**src/rtl/rv_pipelined_adder_tree_if.sv**
```systemverilog
// Beat/result handshake bundle for rv_pipelined_adder_tree.
// The master side drives beats and out_ready. The slave side is the reduction tree.
interface rv_pipelined_adder_tree_if #(
    parameter int N     = 4,
    parameter int DATAW = 8,
    parameter int OUTW  = DATAW + $clog2(N) + 4
);
    logic                 in_valid;
    logic                 in_ready;
    logic [N*DATAW-1:0]   in_data;
    logic                 in_acc;
    logic                 in_last;
    logic                 out_valid;
    logic                 out_ready;
    logic [OUTW-1:0]      out_data;
    logic                 out_ovf;

    modport master (
        output in_valid, in_data, in_acc, in_last, out_ready,
        input  in_ready, out_valid, out_data, out_ovf
    );

    modport slave (
        input  in_valid, in_data, in_acc, in_last, out_ready,
        output in_ready, out_valid, out_data, out_ovf
    );
endinterface

```
**src/rtl/rv_pipelined_adder_tree.sv**
```systemverilog
// Pipelined N-lane reduction tree with valid/ready flow control.
// Optional multi-beat accumulation uses wrap or saturating adds.
module rv_pipelined_adder_tree #(
    parameter int N      = 4,
    parameter int DATAW  = 8,
    parameter int OUTW   = DATAW + $clog2(N) + 4,
    parameter int SIGNED = 1,
    parameter int SAT    = 0
) (
    input  logic                     clk,
    input  logic                     reset,
    rv_pipelined_adder_tree_if.slave bus
);
    localparam int LOGN = $clog2(N);
    localparam int P    = 1 << LOGN;

    logic            stall;
    logic            accept;
    logic [OUTW-1:0] leaf_w [P];

    logic [OUTW-1:0] tail_sum;
    logic            tail_v;
    logic            tail_acc;
    logic            tail_last;

    logic [OUTW-1:0] acc_q, acc_d;
    logic            ovf_acc_q, ovf_acc_d;
    logic [OUTW-1:0] out_data_q, out_data_d;
    logic            out_valid_q, out_valid_d;
    logic            out_ovf_q, out_ovf_d;

    logic [OUTW:0]   add_wide;
    logic [OUTW-1:0] add_res;
    logic [OUTW-1:0] add_sat;
    logic            add_ovf;

    assign stall        = out_valid_q & ~bus.out_ready;
    assign bus.in_ready = ~stall;
    assign accept       = bus.in_valid & ~stall;

    // Lanes widened to OUTW; padding leaves up to the next power of two read as zero.
    for (genvar gi = 0; gi < P; gi++) begin : g_leaf
        if (gi < N) begin : g_lane
            logic [DATAW-1:0] lane;
            logic             sx;
            assign lane       = bus.in_data[gi*DATAW +: DATAW];
            assign sx         = (SIGNED != 0) & lane[DATAW-1];
            assign leaf_w[gi] = OUTW'({{OUTW{sx}}, lane});
        end else begin : g_pad
            assign leaf_w[gi] = '0;
        end
    end

    if (LOGN == 0) begin : g_notree
        assign tail_sum  = leaf_w[0];
        assign tail_v    = accept;
        assign tail_acc  = bus.in_acc;
        assign tail_last = bus.in_last;
    end else begin : g_tree
        logic [OUTW-1:0] node_d [LOGN][P/2];
        logic [OUTW-1:0] node_q [LOGN][P/2];
        logic [LOGN-1:0] v_d, v_q, acc_d, acc_q, last_d, last_q;

        always_comb begin
            for (int l = 0; l < LOGN; l++) begin
                for (int j = 0; j < P/2; j++) begin
                    node_d[l][j] = '0;
                end
            end
            for (int j = 0; j < P/2; j++) begin
                node_d[0][j] = leaf_w[2*j] + leaf_w[2*j+1];
            end
            for (int l = 1; l < LOGN; l++) begin
                for (int j = 0; j < (P >> (l+1)); j++) begin
                    node_d[l][j] = node_q[l-1][2*j] + node_q[l-1][2*j+1];
                end
            end
            v_d    = '0;
            acc_d  = '0;
            last_d = '0;
            v_d[0]    = accept;
            acc_d[0]  = bus.in_acc;
            last_d[0] = bus.in_last;
            for (int l = 1; l < LOGN; l++) begin
                v_d[l]    = v_q[l-1];
                acc_d[l]  = acc_q[l-1];
                last_d[l] = last_q[l-1];
            end
        end

        always_ff @(posedge clk) begin
            if (reset) begin
                v_q    <= '0;
                acc_q  <= '0;
                last_q <= '0;
            end else if (!stall) begin
                v_q    <= v_d;
                acc_q  <= acc_d;
                last_q <= last_d;
            end
        end

        always_ff @(posedge clk) begin
            if (!stall) begin
                node_q <= node_d;
            end
        end

        assign tail_sum  = node_q[LOGN-1][0];
        assign tail_v    = v_q[LOGN-1];
        assign tail_acc  = acc_q[LOGN-1];
        assign tail_last = last_q[LOGN-1];
    end

    // Accumulator add; a saturated result feeds later adds in the group.
    always_comb begin
        add_wide = {1'b0, acc_q} + {1'b0, tail_sum};
        add_res  = add_wide[OUTW-1:0];
        if (SIGNED != 0) begin
            add_ovf = (acc_q[OUTW-1] == tail_sum[OUTW-1]) && (add_res[OUTW-1] != acc_q[OUTW-1]);
        end else begin
            add_ovf = add_wide[OUTW];
        end
        add_sat = add_res;
        if ((SAT != 0) && add_ovf) begin
            if (SIGNED != 0) begin
                add_sat = acc_q[OUTW-1] ? {1'b1, {(OUTW-1){1'b0}}} : {1'b0, {(OUTW-1){1'b1}}};
            end else begin
                add_sat = '1;
            end
        end
    end

    always_comb begin
        out_valid_d = out_valid_q & ~bus.out_ready;
        out_data_d  = out_data_q;
        out_ovf_d   = out_ovf_q;
        acc_d       = acc_q;
        ovf_acc_d   = ovf_acc_q;
        if (tail_v) begin
            if (!tail_acc) begin
                out_valid_d = 1'b1;
                out_data_d  = tail_sum;
                out_ovf_d   = 1'b0;
            end else if (!tail_last) begin
                acc_d     = add_sat;
                ovf_acc_d = ovf_acc_q | add_ovf;
            end else begin
                out_valid_d = 1'b1;
                out_data_d  = add_sat;
                out_ovf_d   = ovf_acc_q | add_ovf;
                acc_d       = '0;
                ovf_acc_d   = 1'b0;
            end
        end
    end

    always_ff @(posedge clk) begin
        if (reset) begin
            acc_q       <= '0;
            ovf_acc_q   <= 1'b0;
            out_data_q  <= '0;
            out_valid_q <= 1'b0;
            out_ovf_q   <= 1'b0;
        end else if (!stall) begin
            acc_q       <= acc_d;
            ovf_acc_q   <= ovf_acc_d;
            out_data_q  <= out_data_d;
            out_valid_q <= out_valid_d;
            out_ovf_q   <= out_ovf_d;
        end
    end

    assign bus.out_valid = out_valid_q;
    assign bus.out_data  = out_data_q;
    assign bus.out_ovf   = out_ovf_q;
endmodule
```
**src/flat_wrapper.sv**
```systemverilog
// flat-port wrapper written by rule: the top's interface ports become plain ports
module rv_pipelined_adder_tree_flat 
#(
    parameter int N      = 4,
    parameter int DATAW  = 8,
    parameter int OUTW   = DATAW + $clog2(N) + 4,
    parameter int SIGNED = 1,
    parameter int SAT    = 0
)
  (clk, reset, bus_in_valid, bus_in_data, bus_in_acc, bus_in_last, bus_out_ready, bus_in_ready, bus_out_valid, bus_out_data, bus_out_ovf);
  rv_pipelined_adder_tree_if #(.N(N), .DATAW(DATAW), .OUTW(OUTW)) bus_i ();
  input  logic clk;
  input  logic reset;
  input wire logic [$bits(bus_i.in_valid)-1:0] bus_in_valid;
  input wire logic [$bits(bus_i.in_data)-1:0] bus_in_data;
  input wire logic [$bits(bus_i.in_acc)-1:0] bus_in_acc;
  input wire logic [$bits(bus_i.in_last)-1:0] bus_in_last;
  input wire logic [$bits(bus_i.out_ready)-1:0] bus_out_ready;
  output wire logic [$bits(bus_i.in_ready)-1:0] bus_in_ready;
  output wire logic [$bits(bus_i.out_valid)-1:0] bus_out_valid;
  output wire logic [$bits(bus_i.out_data)-1:0] bus_out_data;
  output wire logic [$bits(bus_i.out_ovf)-1:0] bus_out_ovf;
  assign bus_i.in_valid = bus_in_valid;
  assign bus_i.in_data = bus_in_data;
  assign bus_i.in_acc = bus_in_acc;
  assign bus_i.in_last = bus_in_last;
  assign bus_i.out_ready = bus_out_ready;
  assign bus_in_ready = bus_i.in_ready;
  assign bus_out_valid = bus_i.out_valid;
  assign bus_out_data = bus_i.out_data;
  assign bus_out_ovf = bus_i.out_ovf;
  rv_pipelined_adder_tree #(.N(N), .DATAW(DATAW), .OUTW(OUTW), .SIGNED(SIGNED), .SAT(SAT)) u_core (.clk(clk), .reset(reset), .bus(bus_i));
endmodule
```
**config.mk**
```make
export PLATFORM = sky130hd
export DESIGN_NAME = rv_pipelined_adder_tree_flat
export DESIGN_NICKNAME = d
export VERILOG_FILES = /design/src/rtl/rv_pipelined_adder_tree_if.sv /design/src/rtl/rv_pipelined_adder_tree.sv /design/src/flat_wrapper.sv
export SDC_FILE = /design/constraint.sdc
export NUM_CORES = 1
export LEC_CHECK = 0
export BUFFER_PORTS_ARGS = -buffer_cell sky130_fd_sc_hd__buf_2
export CAP_MARGIN = 20
export CORE_ASPECT_RATIO = 1.25
export CORE_UTILIZATION = 58
export DETAILED_ROUTE_END_ITERATION = 16
export GPL_ROUTABILITY_DRIVEN = 0
export PLACE_DENSITY = 0.8
export SETUP_SLACK_MARGIN = 0.3
export SYNTH_ARGS = -nofsm -noshare
export SYNTH_HDL_FRONTEND = slang
export SYNTH_SLANG_ARGS = --single-unit
```
**constraint.sdc**
```tcl
create_clock -name clk -period 3.19 [get_ports clk]
set_clock_uncertainty 0.2 [all_clocks]
set_input_delay 0.319 -clock clk [delete_from_list [all_inputs] [get_ports clk]]
set_output_delay 0.319 -clock clk [all_outputs]
set_load 0.01 [all_outputs]
```
== Word-level counts from Yosys, hierarchy flattened ==
Index checks and enable logic that the tools add are counted.

* Register bits after elaboration: 79
* Output and inout bits: 17
* Word-level logic and storage cells: 35
* Bits of input ports: 38

* Bitwise operators: 5
* Reduce and logical (&&, ||, !) cells: 3
* Eq/ne operators: 3
* Muxes and demuxes: 9
* Add/subtract/negate cells: 4

{| class="wikitable"
|+ Operator list
! operator !! number
|-
| two-way mux 14 bit || 3
|-
| adder 14 bit || 2
|-
| adder 8 x 8 -> 9 bit || 2
|-
| two-way mux 1 bit || 6
|-
| AND reduction 3 bit || 2
|-
| AND 1 bit || 2
|-
| != test 2 bit, second input constant || 1
|-
| NOT 1 bit || 2
|-
| == test 1 bit || 1
|-
| logical AND 1 bit || 1
|-
| != test 1 bit || 1
|-
| bitwise OR 1 bit || 1
|}

== Depth between registers and ports, before layout ==
* Depth after elaboration: 6
* Depth in mapped cells: 10
* Gate-level depth less buffers: 10

== Worst setup path before layout ==
OpenSTA, ideal clock, no wires.

* Path type: reg-to-reg
* Start point: register u_core.g_tree.node_q, in the netlist u_core.tail_sum[0]
* End point: register u_core.acc_q[12]
* Cell stages (with the launch flop): 10
* Clock period less this slack: 2416 ps
* Data arrival time: 2151 ps
* Setup slack: 774 ps
* Data required time: 2925 ps
* Path buffers: 0
* Library setup time: 65 ps
* Path through: edfxtp_1 -> ha_1 -> fa_1 -> a211o_1 -> nand2_1 -> nor3_1 -> o32a_1 -> xnor2_1 -> o31ai_1 -> nor2b_1

* Word-level cells in the longest chain between the ends: 2

{| class="wikitable"
|+ RTL lines
! element !! RTL line !! RTL
|-
| from (decl) || rv_pipelined_adder_tree.sv:61 || <nowiki>logic [OUTW-1:0] node_q [LOGN][P/2];</nowiki>
|-
| from (signal assigned) || rv_pipelined_adder_tree.sv:105 || <nowiki>node_q <= node_d;</nowiki>
|-
| adder 14 bit || rv_pipelined_adder_tree.sv:117 || <nowiki>add_wide = {1'b0, acc_q} + {1'b0, tail_sum};</nowiki>
|-
| two-way mux 14 bit || rv_pipelined_adder_tree.sv:145 || <nowiki>end else if (!tail_last) begin</nowiki>
|-
| to (signal assigned) || rv_pipelined_adder_tree.sv:160 || <nowiki>acc_q <= '0;</nowiki>
|-
| to (signal assigned) || rv_pipelined_adder_tree.sv:166 || <nowiki>acc_q <= acc_d;</nowiki>
|-
| to (decl) || rv_pipelined_adder_tree.sv:26 || <nowiki>logic [OUTW-1:0] acc_q, acc_d;</nowiki>
|}

Every way passes these cells.
A chain may end at the register's enable or synchronous reset.

== Final worst setup path ==
* Start point: register u_core.g_tree.node_q, in the netlist u_core.tail_sum[0]
* End point: register u_core.out_data_q[10] (netlist: u_core.bus.out_data[10])

* Word-level cells in the longest chain between the ends: 3

{| class="wikitable"
|+ RTL lines
! element !! RTL line !! RTL
|-
| adder 14 bit || rv_pipelined_adder_tree.sv:117 ||
|-
| two-way mux 14 bit || rv_pipelined_adder_tree.sv:145 ||
|-
| two-way mux 14 bit || rv_pipelined_adder_tree.sv:141 || <nowiki>if (!tail_acc) begin</nowiki>
|-
| to (signal assigned) || rv_pipelined_adder_tree.sv:168 || <nowiki>out_data_q <= out_data_d;</nowiki>
|-
| to (decl) || rv_pipelined_adder_tree.sv:28 || <nowiki>logic [OUTW-1:0] out_data_q, out_data_d;</nowiki>
|}

Every way passes these cells. The select of a mux whose other input is x is not followed.

==> results.cfg <==
[pwr]
switching_share_pct = 31.6
comb_power_share_pct = 28.6
power_frac_clock_pct = 25.4
p_int_uw = 1800
seqPwrFrac_pct = 46.0
peakVddDrop_uv = 397
p_per_area_nw_per_um2 = 577
switchingPower_uw = 831
total_power_uw = 2630
p_leak_uw = 0.00198

[min_path]
whs_path_depth = 3
min_to = u_core.g_tree.acc_q[0]
hp-class = in2reg
min_from = bus_in_acc

[cts]
clock-sinks = 69
clk_pin_slew_ps = 70
cts_root_buffer = clkbuf_8
cts_tree = done
cts_made_buffers = 9
clk_path_buf_depth = 2
cts_max_level = 3
cts.repair.resized = 0
clkLatencyLatePin_ps = 340

[sta]
drv_slew = 0
clock.fmax_ghz = 0.370
slew-limit-headroom_pct = 52.2
setup_tns_ps = 0
timing.hold.ws_ps = 20.1
rsz0062_at_grt = false
finalSetupViolCount = 0
finalHoldViolations = 0
period_needed_ps = 2700
timing.final.ws_setup_ps = 487
period_share_pct = 84.7
tightest_slew_ps = 716

[global_route]
grt_first_pass_wirelength_um = 13100
grt_use_met2_pct = 44.0
grt.met1_usage_pct = 23.6
grt_use_met3_pct = 4.40
grt_busiest_layer = met2
grt_max_degree = 43
grt_use_total_pct = 22.9
grt.overflow.total = 0
antenna_found_initial = 0
grt_pass1_vias = 3193

[setup_path]
cp_num_buf_inv = 0
crit_family = compound AO/OA/AOI/OAI gates
rrSetupSlack_ps = 490
worstReg2RegEnd = u_core.bus.out_data[10]
cp_data_arrival_time_ps = 2760
crit_slowest_cell = fa_1
path_class = reg2reg
path_cells = ha_1, fa_1, a211o_1, a21oi_1, o21ai_1, o221ai_1, xnor2_1, nand2_1, a211oi_1
critical_path_required_ps = 3240
worstRegToRegCells = 9
critPathMaxFanout = 3
start_kind = flop
cp_slowest_stage_delay_ps = 420
endpoint_kind = flop
regToRegStartpoint = u_core.tail_sum[0]

[synthesis]
yosysSeqAreaShare_pct = 42.2
ys.flop_type = dfxtp_1
synth_top_cell_area_share_pct = 23.8
yosys-top-cells-area = edfxtp_1, dfxtp_1, ha_1
synth_area_um2 = 4040
avgSynthCellArea_um2 = 9.75
ys_types = 57
synth-seq-cells = 69
yosysWarnings = 0
yosysTopAreaCell = edfxtp_1
syn_inst = 414
syn_nets = 494
synth_edf_count = 32
async_reset_ff_share_pct = 0

[die]
initial_utilization_pct = 60.7
rows = 33
die_y_um = 95.3
die-area_um2 = 7300
core_um2 = 6650
ios = 55
die_w_um = 76.6

[layout]
drive_gt1_share_pct = 18.1
finish.net_count = 551
syn_to_final_growth_pct = 13.0
n_antenna_cell = 0
layout.cells.non_filler = 563

[place]
place_ws_ps = 506
placed_cells = 546
hpwl_um = 5590
port_buffers = 54

[route]
via_per_inst = 5.64
drt_iter0_drc = 173
drt-pass1-iter-count = 4
vias = 3176
route.detailed.drc = 0
ant_nets = 0
wl_per_cell_um = 13.2
routed_wl_um = 7450

[job]
drv_cap = 0

[status]
status = finished, final reports clean
==> cell families after synthesis <==
logic type	after synthesis	synth area share, %
AO/OA/AOI/OAI	112	18.1
multiplexers	7	1.77
adder cells (fa/ha/maj)	42	13.8
XOR/XNOR	27	5.86
flip-flops	69	42.2
buffers and inverters	37	4.31
AND/OR/NAND/NOR	120	14.0
==> final cells by class <==
cell class	count	area [um2]
multi-input combinational	308	2160
fill	538	2090
sequential	69	1700
timing repair buffer	61	325
clock buffer	10	128
tap	87	109
inverter	22	82.6
clock inverter	6	55.1
==> Yosys cell counts (all sizes together), types with 2 or more instances <==
cell type,count
a21o,8
edfxtp,32
buf,5
nor2,37
nand3b,3
a211o,2
nand4,4
a22oi,8
o21a,2
xnor2,19
ha,38
fa,4
xor2,8
nor2b,7
a21oi,41
a211oi,15
o41ai,2
nor4,2
o21bai,4
nand2,40
dfxtp,37
mux2i,6
a221oi,2
nor3b,3
inv,22
clkbuf,10
o21ai,20
nor3,3
nand3,7
nand2b,7
a21boi,2
==> worst max path at each step <==
stage	start	cells after the start	endpoint	slack, ps
floorplan	u_core.tail_sum[0]	9	u_core.acc_q[12]	770
global placement	u_core.tail_sum[0]	9	u_core.bus.out_data[10]	640
detailed placement	u_core.tail_sum[0]	9	u_core.bus.out_data[10]	510
CTS	u_core.tail_sum[0]	9	u_core.bus.out_data[10]	490
global route	u_core.tail_sum[0]	9	u_core.bus.out_data[10]	330
finish	u_core.tail_sum[0]	9	u_core.bus.out_data[10]	490
==> power groups by stage <==
stage	Clock, uW	Sequential [uW]	Combinational, uW
2_1_floorplan	0	1200	594
3_3_place_gp	0	1220	716
3_5_place_dp	0	1230	751
4_1_cts	680	1210	755
5_1_grt	715	1220	858
6_report	667	1210	753
==> worst min-delay path: stages <==
cell and delay, ps:
buf_2 90, nand2_1 50, a21oi_1 50
==> sequential cells by signal, summed over array words and instances (netlist names) <==
register / flops
u_core.g_tree.node_q: 18
u_core.acc_q: 14
u_core.bus.out_data: 14
u_core.tail_sum: 14
u_core.g_tree.acc_q: 2
u_core.g_tree.last_q: 2
u_core.g_tree.v_q: 2
u_core.bus.out_ovf: 1
u_core.bus.out_valid: 1
u_core.ovf_acc_q: 1
==> timing repair <==
action                    CTS  global route
hold buffers                1             0
buffers inserted            0             0
hold endpoints to repair    1             0
==> stage by stage <==
step | instance area [um2] | utilization [%]
after floorplan | 4040 | -
after global placement | 4370 | 65.7
after detailed placement | 4370 | 65.7
after CTS | 4560 | 68.6
after global routing | 4560 | 68.6
final | 4560 | 68.6
==> metal layers <==
metal	vias up	part of all wire, %
met5	-	0
met4	0	1.6
met3	11	4.5
met2	93	51
met1	1466	43
li1	1606	-
==> cells in the final DEF (no fill, tap or decap), types with 3 or more instances in the layout <==
master / n
buf_2: 54
a21oi_1: 40
nand2_1: 40
ha_1: 38
dfxtp_1: 37
nor2_1: 36
edfxtp_1: 32
inv_1: 20
xnor2_1: 19
a211oi_1: 13
o21ai_0: 12
clkbuf_8: 9
xor2_1: 8
a22oi_1: 8
nor2b_1: 7
nand2b_1: 7
a21o_1: 7
nand3_1: 7
o21ai_1: 6
mux2i_1: 6
buf_4: 6
o21bai_1: 4
nand4_1: 4
fa_1: 4
nand3b_1: 3
nor3_1: 3
nor3b_1: 3
(Power assumes the default switching activity.)
